<file path="config.mk">
export PLATFORM = sky130hd
export DESIGN_NAME = ctrl_pipe_reg_flat
export DESIGN_NICKNAME = d
export VERILOG_FILES = /design/src/rtl/ctrl_pipe_pkg.sv /design/src/rtl/ctrl_pipe_reg_if.sv /design/src/rtl/ctrl_pipe_stage.sv /design/src/rtl/ctrl_pipe_reg.sv /design/src/flat_wrapper.sv
export SDC_FILE = /design/constraint.sdc
export NUM_CORES = 1
export LEC_CHECK = 0
export CAP_MARGIN = 15
export CORE_MARGIN = 5
export CORE_UTILIZATION = 60
export DETAILED_ROUTE_END_ITERATION = 16
export DONT_BUFFER_PORTS = 1
export PLACE_DENSITY = 0.76
export SLEW_MARGIN = 20
export SYNTH_ARGS = -nofsm -noshare
export SYNTH_HDL_FRONTEND = slang
export SYNTH_SLANG_ARGS = --single-unit
</file>
<file path="constraint.sdc">
create_clock -name clk -period 1.8 [get_ports clk]
set_input_delay 0.27 -clock clk [delete_from_list [all_inputs] [get_ports clk]]
set_output_delay 0.27 -clock clk [all_outputs]
set_load 0.05 [all_outputs]
</file>
<file path="src/rtl/ctrl_pipe_pkg.sv">
// ctrl_pipe_pkg
//   Shared definitions for the pipeline control register family.
//   - cnt_w()    : width of the squash counter for a given BUBBLES value.
//   - ctrl_op_e  : per-edge operation chosen by the priority decode
//                  (reset > clear > squash > stall > load).
package ctrl_pipe_pkg;

  // Counter must hold 0..bubbles; keep at least one bit so BUBBLES=0
  // still yields a legal (always-zero) register.
  function automatic int cnt_w(input int bubbles);
    int w;
    w = $clog2(bubbles + 1);
    return (w < 1) ? 1 : w;
  endfunction

  typedef enum logic [2:0] {
    RST,
    CLR,
    SQUASH,
    HOLD,
    LOAD
  } ctrl_op_e;

endpackage

</file>
<file path="src/rtl/ctrl_pipe_reg_if.sv">
// ctrl_pipe_reg_if
//   Bundle of the control/data signals of one ctrl_pipe_reg instance.
//   master : the pipeline/hazard logic driving the register.
//   slave  : the ctrl_pipe_reg itself.
//   Signals:
//     stall, clear        hold / flush requests
//     d_valid, d_data     input entry
//     q_valid, q_data     last-stage entry
//     stage_valid         valid bit of every stage (bit 0 = input side)
//     squashing           post-flush squash window active
interface ctrl_pipe_reg_if #(
  parameter int WIDTH = 32,
  parameter int DEPTH = 1
);
  logic             stall;
  logic             clear;
  logic             d_valid;
  logic [WIDTH-1:0] d_data;
  logic             q_valid;
  logic [WIDTH-1:0] q_data;
  logic [DEPTH-1:0] stage_valid;
  logic             squashing;

  modport master (
    output stall, clear, d_valid, d_data,
    input  q_valid, q_data, stage_valid, squashing
  );

  modport slave (
    input  stall, clear, d_valid, d_data,
    output q_valid, q_data, stage_valid, squashing
  );
endinterface

</file>
<file path="src/rtl/ctrl_pipe_stage.sv">
// ctrl_pipe_stage
//   One valid+data register of the control pipeline, updated on the
//   falling edge of clk.
//   Ports:
//     clk        pipeline clock (falling-edge active)
//     bubble     load an invalid entry (valid=0, data=RESET_VAL)
//     hold       keep the current entry
//     in_valid   upstream valid
//     in_data    upstream data
//     out_valid  registered valid
//     out_data   registered data
//   bubble wins over hold. On load, an invalid upstream entry is stored as
//   RESET_VAL so that an invalid stage never carries live control bits.
import ctrl_pipe_pkg::*;

module ctrl_pipe_stage #(
  parameter int               WIDTH     = 32,
  parameter logic [WIDTH-1:0] RESET_VAL = '0
) (
  input  logic             clk,
  input  logic             bubble,
  input  logic             hold,
  input  logic             in_valid,
  input  logic [WIDTH-1:0] in_data,
  output logic             out_valid,
  output logic [WIDTH-1:0] out_data
);

  logic             valid_q, valid_d;
  logic [WIDTH-1:0] data_q,  data_d;

  always_comb begin
    valid_d = valid_q;
    data_d  = data_q;
    if (bubble) begin
      valid_d = 1'b0;
      data_d  = RESET_VAL;
    end else if (!hold) begin
      valid_d = in_valid;
      data_d  = in_valid ? in_data : RESET_VAL;
    end
  end

  always_ff @(negedge clk) begin
    valid_q <= valid_d;
    data_q  <= data_d;
  end

  assign out_valid = valid_q;
  assign out_data  = data_q;

endmodule

</file>
<file path="src/rtl/ctrl_pipe_reg.sv">
// ctrl_pipe_reg
//   Parametrised pipeline control register: carries a WIDTH-bit control
//   bundle with a valid bit through DEPTH falling-edge register stages,
//   with stall (hold), clear (flush) and a BUBBLES-cycle post-flush
//   squash window.
//   Ports:
//     clk    pipeline clock; all state changes on the falling edge
//     reset  synchronous active-low reset, sampled on the falling edge
//     bus    ctrl_pipe_reg_if slave: stall, clear, d_valid, d_data in;
//            q_valid, q_data, stage_valid, squashing out
//   The top owns the squash counter and the priority decode; each stage
//   is a ctrl_pipe_stage instance.
import ctrl_pipe_pkg::*;

module ctrl_pipe_reg #(
  parameter int               WIDTH     = 32,
  parameter int               DEPTH     = 1,
  parameter int               BUBBLES   = 1,
  parameter logic [WIDTH-1:0] RESET_VAL = '0
) (
  input  logic           clk,
  input  logic           reset,
  ctrl_pipe_reg_if.slave bus
);

  localparam int CW = cnt_w(BUBBLES);

  ctrl_op_e         op;
  logic [CW-1:0]    cnt_q, cnt_d;
  logic             flush;
  logic [DEPTH-1:0] valid_w;
  logic [WIDTH-1:0] data_w [DEPTH];

  // Priority: reset > clear > squash > stall > load. During the squash
  // window stall is deliberately ignored so the window length is fixed.
  always_comb begin
    op = LOAD;
    if (!reset) begin
      op = RST;
    end else if (bus.clear) begin
      op = CLR;
    end else if (cnt_q != '0) begin
      op = SQUASH;
    end else if (bus.stall) begin
      op = HOLD;
    end
  end

  always_comb begin
    cnt_d = cnt_q;
    unique case (op)
      RST, CLR: cnt_d = CW'(BUBBLES);
      SQUASH:   cnt_d = cnt_q - CW'(1);
      default:  cnt_d = cnt_q;
    endcase
  end

  always_ff @(negedge clk) begin
    cnt_q <= cnt_d;
  end

  assign flush = (op == RST) || (op == CLR);

  for (genvar gi = 0; gi < DEPTH; gi++) begin : g_stage
    logic             st_bubble;
    logic             st_in_valid;
    logic [WIDTH-1:0] st_in_data;

    if (gi == 0) begin : g_head
      // Squash only injects at the input side; the rest keeps shifting.
      assign st_bubble   = flush || (op == SQUASH);
      assign st_in_valid = bus.d_valid;
      assign st_in_data  = bus.d_data;
    end else begin : g_body
      assign st_bubble   = flush;
      assign st_in_valid = valid_w[gi-1];
      assign st_in_data  = data_w[gi-1];
    end

    ctrl_pipe_stage #(
      .WIDTH     (WIDTH),
      .RESET_VAL (RESET_VAL)
    ) u_stage (
      .clk       (clk),
      .bubble    (st_bubble),
      .hold      (op == HOLD),
      .in_valid  (st_in_valid),
      .in_data   (st_in_data),
      .out_valid (valid_w[gi]),
      .out_data  (data_w[gi])
    );
  end

  assign bus.q_valid     = valid_w[DEPTH-1];
  assign bus.q_data      = data_w[DEPTH-1];
  assign bus.stage_valid = valid_w;
  assign bus.squashing   = (cnt_q != '0);

endmodule

</file>
<file path="src/flat_wrapper.sv">
// flat-port wrapper written by rule: the top's interface ports become plain ports
module ctrl_pipe_reg_flat 
#(
  parameter int               WIDTH     = 32,
  parameter int               DEPTH     = 1,
  parameter int               BUBBLES   = 1,
  parameter logic [WIDTH-1:0] RESET_VAL = '0
)
  (clk, reset, bus_stall, bus_clear, bus_d_valid, bus_d_data, bus_q_valid, bus_q_data, bus_stage_valid, bus_squashing);
  ctrl_pipe_reg_if #(.WIDTH(WIDTH), .DEPTH(DEPTH)) bus_i ();
  input  logic clk;
  input  logic reset;
  input wire logic [$bits(bus_i.stall)-1:0] bus_stall;
  input wire logic [$bits(bus_i.clear)-1:0] bus_clear;
  input wire logic [$bits(bus_i.d_valid)-1:0] bus_d_valid;
  input wire logic [$bits(bus_i.d_data)-1:0] bus_d_data;
  output wire logic [$bits(bus_i.q_valid)-1:0] bus_q_valid;
  output wire logic [$bits(bus_i.q_data)-1:0] bus_q_data;
  output wire logic [$bits(bus_i.stage_valid)-1:0] bus_stage_valid;
  output wire logic [$bits(bus_i.squashing)-1:0] bus_squashing;
  assign bus_i.stall = bus_stall;
  assign bus_i.clear = bus_clear;
  assign bus_i.d_valid = bus_d_valid;
  assign bus_i.d_data = bus_d_data;
  assign bus_q_valid = bus_i.q_valid;
  assign bus_q_data = bus_i.q_data;
  assign bus_stage_valid = bus_i.stage_valid;
  assign bus_squashing = bus_i.squashing;
  ctrl_pipe_reg #(.WIDTH(WIDTH), .DEPTH(DEPTH), .BUBBLES(BUBBLES), .RESET_VAL(RESET_VAL)) u_core (.clk(clk), .reset(reset), .bus(bus_i));
endmodule
</file>
==> flow_metrics.env, run 1 <==
export IMPL_synth_area_per_cell_um2=9.64
export IMPL_die_h_um=59.2
export IMPL_die_w_um=59.2
export IMPL_floorplan_io_pins=72
export IMPL_gp_congestion=0.702
export IMPL_synth_cells=151
export IMPL_syn_cell_area_um2=1460
export IMPL_dp_hpwl_um=3530
export IMPL_rows=17
export IMPL_ys_seq_elements=34
export IMPL_synthesis_nets=188
export IMPL_status="did not finish"
export IMPL_io_buffers=0
export IMPL_firstError="[ERROR DPL-0033] detailed placement checks failed during check placement."
export IMPL_initial_utilization_pct=64.5
export IMPL_synth_warnings=0
export IMPL_synth_distinct_cells=16
export IMPL_yosysSeqAreaShare_pct=47.5
export IMPL_haltStage="detailed placement"
-- cell families after synthesis --
group / Yosys count / synth area share, %
muxes: 1 / 0.688
DFF: 34 / 47.5
buffers and inverters: 17 / 7.48
AOI/OAI and AO/OA: 32 / 18.2
and+or+nand+nor: 67 / 26.1
-- synth_stat cells, drive strengths merged --
cell / number / area [um2]
buf: 8 / 75.1
a21oi: 32 / 265
inv: 1 / 3.75
edfxtp: 1 / 30.0
clkbuf: 8 / 30.0
nor2: 1 / 3.75
nand3b: 33 / 248
or3b: 1 / 8.76
mux2i: 1 / 10.0
dfxtp: 33 / 661
nand2: 32 / 120
-- metrics by stage --
step	setup TNS [ps]	std cells
after floorplan	-4760	151
after global placement	-8140	200
==> inputs of run 2 (changes only) <==
- CORE_UTILIZATION: 60 -> 40
- PLACE_DENSITY: 0.76 -> default
- PLACE_DENSITY_LB_ADDON: default -> 0.15
==> run 2 against run 1 <==
Net effect: the flow now finishes, with violations (negative setup slack); synthesized cell count unchanged; synthesized area is the same.
==> flow_metrics.env, run 2 <==
export IMPL_syn_cell_area_um2=1460
export IMPL_firstDrtPassIters=4
export IMPL_initial_utilization_pct=40.7
export IMPL_synthMuxAreaShare_pct=0.688
export IMPL_synth_top_family_by_area="simple AND/OR/NAND/NOR gates"
export IMPL_slowest_stage="edfxtp_1"
export IMPL_maxSlewHeadroom_pct=85.6
export IMPL_seqPwrFrac_pct=46.0
export IMPL_cts_hold_fix_buffers=0
export IMPL_ys_seq_elements=34
export IMPL_crit_path_end_kind="primary output"
export IMPL_vias=1277
export IMPL_rsz0062_at_grt="true"
export IMPL_via_per_inst=4.84
export IMPL_wire_per_inst_um=13.8
export IMPL_p_total_mw=1.68
export IMPL_grtUsageTotal_pct=15.5
export IMPL_rows=22
export IMPL_drcViolationCount=0
export IMPL_cp_arrival_ps=1860
export IMPL_utilization_pct=66.8
export IMPL_layout_common_cells="inv_1, buf_12, nand3b_1, dfxtp_2, nand2_1"
export IMPL_cts_buffers_inserted=5
export IMPL_die_w_um=70.3
export IMPL_violations="negative setup slack"
export IMPL_io_buffers=0
export IMPL_cp_cell_sequence="buf_12"
export IMPL_die_h_um=70.3
export IMPL_clockPowerShare_pct=48.4
export IMPL_grt_pass1_vias=1418
export IMPL_critical_path_top_delay_family="flip-flops"
export IMPL_synth_compound_area_share_pct=18.2
export IMPL_cts_tree="yes"
export IMPL_gp_congestion=0.719
export IMPL_synth_area_per_cell_um2=9.64
export IMPL_peakVddDrop_mv=0.550
export IMPL_nets=252
export IMPL_drv_slew=0
export IMPL_slowest_delay_ps=400
export IMPL_reg2reg_depth=4
export IMPL_power_density_nw_per_um2=702
export IMPL_synth_warnings=0
export IMPL_synth_cells_most_frequent="dfxtp_1, nand3b_1, nand2_1, a21oi_2, clkbuf_1"
export IMPL_grt_pass1_wl_um=6220
export IMPL_clk_pin_slew_worst_paths_ps=40
export IMPL_holdWs_ps=477
export IMPL_synth_top_cell_by_area="dfxtp_1"
export IMPL_area_delta_synth_final_pct=64.2
export IMPL_drive_gt1_share_pct=50.5
export IMPL_hold_violations=0
export IMPL_total_leakage_power_nw=0.914
export IMPL_cp_buffers_inverters=1
export IMPL_die_area_um2=4940
export IMPL_path_class="reg -> out"
export IMPL_dp_hpwl_um=2440
export IMPL_cp_startpoint="u_core.bus.squashing$_SDFFCE_NP1P_"
export IMPL_drv_cap=0
export IMPL_synthSimpleGateAreaFrac_pct=26.1
export IMPL_ant_nets=0
export IMPL_fin_ws_ps=-327
export IMPL_synth_top_area_share_pct=45.4
export IMPL_grt_max_degree=66
export IMPL_grt_overflow=0
export IMPL_synthesis_nets=188
export IMPL_clkSinkCount=34
export IMPL_r2r_end="u_core.g_stage[0].u_stage.out_data[18]$_SDFFE_NP0P_"
export IMPL_cp_max_fo=3
export IMPL_critical_path_endpoint="bus_squashing"
export IMPL_comb_power_share_pct=5.6
export IMPL_coreArea_um2=3580
export IMPL_clock_path_buffers=2
export IMPL_status="complete, but fails checks"
export IMPL_diodes=0
export IMPL_cts_root_buf="clkbuf_4"
export IMPL_max_slew_worst_pin_slew_ps=216
export IMPL_yosysSeqAreaShare_pct=47.5
export IMPL_finalSetupViolations=35
export IMPL_antenna_found_initial=0
export IMPL_synth_distinct_cells=16
export IMPL_fin_skew_ps=12.0
export IMPL_wirelength_um=3660
export IMPL_largest_reg_flops=32
export IMPL_pre_cts_ws_ps=-287
export IMPL_crit_cells=1
export IMPL_start_kind="flop"
export IMPL_switching_power_mw=0.481
export IMPL_drtIter0Drc=44
export IMPL_swShare_pct=28.7
export IMPL_synthXorXnorAreaFrac_pct=0
export IMPL_synth_area_leaders="dfxtp_1, nand3b_1, a21oi_2"
export IMPL_synth_cells=151
export IMPL_dp_cells=218
export IMPL_clk_latency_ps=390
export IMPL_cp_required_ps=1530
export IMPL_cts_max_level=2
export IMPL_hp_class="reg -> reg"
export IMPL_async_flop_share_pct=0
export IMPL_ys_flop_type="dfxtp_1"
export IMPL_synth_edf_count=1
export IMPL_synth_fa_ha_area_share_pct=0
export IMPL_final_cells=264
export IMPL_power_internal_mw=1.20
export IMPL_r2r_start="u_core.bus.squashing$_SDFFCE_NP1P_"
export IMPL_floorplan_io_pins=72
export IMPL_r2r_slack_ps=270
[run 2: cell counts after synthesis]
No cell type changed its count.
[run 2: per-layer routing]
metal  part of all wire (%)  up-vias  global-route usage, %
met3                     10        6                   10.6
met2                     51       52                   24.5
met4                    1.7        0                   9.36
li1                       -      634                      -
met1                     37      585                   14.6
met5                      0        -                      0
[run 2: cell type report]
cell class / count / area (um2)
Clock buffer: 5 / 37.5
Tap cell: 48 / 60.1
Fill cell: 288 / 1190
Timing Repair Buffer: 40 / 738
Sequential cell: 34 / 732
Multi-Input combinational cell: 100 / 656
Clock inverter: 37 / 166
[run 2: power groups by stage]
stage | clock network (mW) | logic, mW | registers (mW)
after global placement | 0.119 | 0.0918 | 0.783
final | 0.811 | 0.0943 | 0.772
after global routing | 0.967 | 0.0994 | 0.769
after CTS | 0.853 | 0.0942 | 0.771
after floorplan | 0.119 | 0.0758 | 0.800
after detailed placement | 0.119 | 0.0933 | 0.783
[run 2: logic make-up after synthesis]
kind of cell,after synthesis
and+or+nand+nor,67
DFF,34
AOI/OAI and AO/OA,32
buffers and inverters,17
muxes,1
[run 2: worst min-delay path by stage]
stage	slack, ps	cells after the start	startpoint	to
after floorplan	640	2	u_core.g_stage[0].u_stage.out_valid$_SDFFE_NP0P_	u_core.g_stage[0].u_stage.out_valid$_SDFFE_NP0P_
after detailed placement	490	2	u_core.g_stage[0].u_stage.out_data[1]$_SDFFE_NP0P_	u_core.g_stage[0].u_stage.out_data[1]$_SDFFE_NP0P_
after global placement	480	2	u_core.g_stage[0].u_stage.out_data[21]$_SDFFE_NP0P_	u_core.g_stage[0].u_stage.out_data[21]$_SDFFE_NP0P_
after global routing	500	2	u_core.g_stage[0].u_stage.out_data[27]$_SDFFE_NP0P_	u_core.g_stage[0].u_stage.out_data[27]$_SDFFE_NP0P_
after CTS	480	2	u_core.g_stage[0].u_stage.out_data[26]$_SDFFE_NP0P_	u_core.g_stage[0].u_stage.out_data[26]$_SDFFE_NP0P_
final	480	2	u_core.g_stage[0].u_stage.out_data[1]$_SDFFE_NP0P_	u_core.g_stage[0].u_stage.out_data[1]$_SDFFE_NP0P_
[run 2: what timing repair did]
item / 4_1_cts / 5_1_grt
gates cloned: 0 / 0
endpoints found under the setup margin: 35 / 35
gates resized for setup: 32 / 0
setup buffers: 2 / 3
[run 2: per-stage QoR]
step / TNS (ps) / cell area, um2
finish: -7970 / 2390
global route: -9870 / 2390
CTS: -8760 / 2370
detailed placement: -8480 / 2110
global placement: -7880 / 2110
floorplan: -4760 / 1460
Power figures use the tool's default switching activity.
==> inputs of run 3 (changes only) <==
- CORE_AREA: default -> 5 5 66 68
- CORE_MARGIN: 5 -> default
- CORE_UTILIZATION: 40 -> default
- DIE_AREA: default -> 0 0 71 73
==> run 3 against run 2 <==
Net effect: the flow still finishes with violations (negative setup slack); combinational power increased by 2%; wire length decreased by 1.9%; die area increased by 4.8%; clock power increased by 18%; critical path type unchanged.
==> flow_metrics.env, run 3 (same netlist as run 2, synthesis figures left out) <==
export IMPL_grtUsageTotal_pct=14.9
export IMPL_largest_reg_flops=32
export IMPL_slowest_stage="edfxtp_1"
export IMPL_total_leakage_power_nw=0.916
export IMPL_worstHoldStart="u_core.g_stage[0].u_stage.out_data[23]$_SDFFE_NP0P_"
export IMPL_start_kind="flop"
export IMPL_seqPwrFrac_pct=42.3
export IMPL_cts_buffers_inserted=5
export IMPL_power_internal_mw=1.32
export IMPL_clock_path_buffers=2
export IMPL_comb_power_share_pct=5.3
export IMPL_status="complete, but fails checks"
export IMPL_ant_nets=0
export IMPL_initial_utilization_pct=38.3
export IMPL_drive_gt1_share_pct=49.8
export IMPL_wirelength_um=3590
export IMPL_tns_ps=-6340
export IMPL_diodes=0
export IMPL_cts_root_buf="clkbuf_8"
export IMPL_switching_power_mw=0.503
export IMPL_drv_slew=0
export IMPL_hold_path_depth=2
export IMPL_gp_congestion=0.720
export IMPL_power_density_nw_per_um2=754
export IMPL_grt_pass1_wl_um=6110
export IMPL_drv_cap=0
export IMPL_grt_pass1_vias=1357
export IMPL_maxSlewHeadroom_pct=91.8
export IMPL_dp_hpwl_um=2490
export IMPL_cp_buffers_inverters=1
export IMPL_die_h_um=73
export IMPL_p_total_mw=1.82
export IMPL_floorplan_io_pins=72
export IMPL_cp_arrival_ps=1810
export IMPL_via_per_inst=4.77
export IMPL_cts_max_level=2
export IMPL_r2r_start="u_core.bus.squashing$_SDFFCE_NP1P_"
export IMPL_antenna_found_initial=0
export IMPL_place_area_um2=2130
export IMPL_reg2reg_depth=4
export IMPL_max_slew_worst_pin_slew_ps=119
export IMPL_clk_pin_slew_worst_paths_ps=40
export IMPL_firstDrtPassIters=4
export IMPL_swShare_pct=27.6
export IMPL_path_class="reg -> out"
export IMPL_clockPowerShare_pct=52.4
export IMPL_clk_latency_ps=340
export IMPL_violations="negative setup slack"
export IMPL_critical_path_top_delay_family="flip-flops"
export IMPL_final_common_cell="buf_12"
export IMPL_holdWs_ps=477
export IMPL_drcViolationCount=0
export IMPL_cp_cell_sequence="buf_12"
export IMPL_die_area_um2=5180
export IMPL_io_buffers=0
export IMPL_crit_path_end_kind="primary output"
export IMPL_utilization_pct=63.6
export IMPL_grt_overflow=0
export IMPL_nets=249
export IMPL_finalSetupViolations=35
export IMPL_area_delta_synth_final_pct=66.0
export IMPL_grt_max_degree=66
export IMPL_postLayoutCellArea_um2=2420
export IMPL_hold_violations=0
export IMPL_coreArea_um2=3800
export IMPL_die_w_um=71
export IMPL_peakVddDrop_mv=0.550
export IMPL_layout_common_cells="buf_12, inv_1, nand3b_1, nand2_1, dfxtp_2"
export IMPL_cp_max_fo=3
export IMPL_drtIter0Drc=39
export IMPL_slowest_delay_ps=400
export IMPL_clkSinkCount=34
export IMPL_cts_hold_fix_buffers=0
export IMPL_fin_skew_ps=12.1
export IMPL_cts_tree="yes"
export IMPL_rows=23
export IMPL_fin_ws_ps=-285
export IMPL_wire_per_inst_um=13.6
export IMPL_vias=1254
export IMPL_hp_class="reg -> reg"
export IMPL_cp_startpoint="u_core.bus.squashing$_SDFFCE_NP1P_"
export IMPL_cp_required_ps=1530
export IMPL_r2r_slack_ps=280
export IMPL_rsz0062_at_grt="true"
export IMPL_crit_cells=1
run 3: cell types whose count changed in the layout (fill, tap and decap cells not counted):
cell | previous run | this run
buf_12 | 35 | 36
buf_4 | 5 | 1
clkbuf_4 | 5 | 0
clkbuf_8 | 0 | 5
dfxtp_2 | 33 | 32
dfxtp_4 | 0 | 1
run 3: repair_timing:
action                     CTS  global route
setup buffers                1             0
setup endpoints to repair   35            35
resized for setup           32             1
run 3: per-layer routing:
metal / part of all wire (%) / wire length [um] / vias up / GRT usage [%]
met1: 38 / 1360 / 574 / 15.9
met3: 9.4 / 336 / 3 / 9.37
met5: 0 / 0 / - / 0
met2: 52 / 1860 / 48 / 23.5
met4: 0.89 / 32 / 0 / 6.89
li1: - / - / 629 / -
run 3: path summary, 6_finish.rpt:
kind,end
worst max-delay path,bus_squashing
worst min-delay path,u_core.g_stage[0].u_stage.out_data[23]$_SDFFE_NP0P_
worst max register to register,u_core.g_stage[0].u_stage.out_data[21]$_SDFFE_NP0P_
worst min register to register,u_core.g_stage[0].u_stage.out_data[23]$_SDFFE_NP0P_
run 3: power by group through the flow:
stage | Clock, mW | Combinational (mW) | Sequential, mW
4_1_cts | 1.00 | 0.0969 | 0.773
5_1_grt | 1.13 | 0.102 | 0.769
3_3_place_gp | 0.119 | 0.0947 | 0.783
6_report | 0.955 | 0.0959 | 0.772
3_5_place_dp | 0.119 | 0.0962 | 0.783
2_1_floorplan | 0.119 | 0.0758 | 0.800
run 3: layout make-up:
| class | count | area (um2) |
|---|---|---|
| clock buffer | 5 | 68.8 |
| multi-input combinational | 100 | 656 |
| clock inverter | 37 | 166 |
| fill | 317 | 1380 |
| timing repair buffer | 37 | 728 |
| sequential | 34 | 734 |
| tap | 50 | 62.6 |
run 3: per-stage QoR:
step / std cells / worst slack (ps)
final: 263 / -285
after global routing: 263 / -343
after CTS: 263 / -299
after detailed placement: 221 / -274
after global placement: 221 / -253
after floorplan: 151 / -238
run 3: worst reg2reg max path, stage by stage, from the launching register on:
cell and delay, ps:
edfxtp_1 400, buf_12 170, or3b_2 550, buf_12 200, a21oi_1 110
==> inputs of run 4 (changes only) <==
- ABC_CLOCK_PERIOD_IN_PS: default -> 1800
- CTS_CLUSTER_DIAMETER: default -> 30
==> results of run 4 <==
The final DEF is identical to that of run 3; final timing and power are the same.
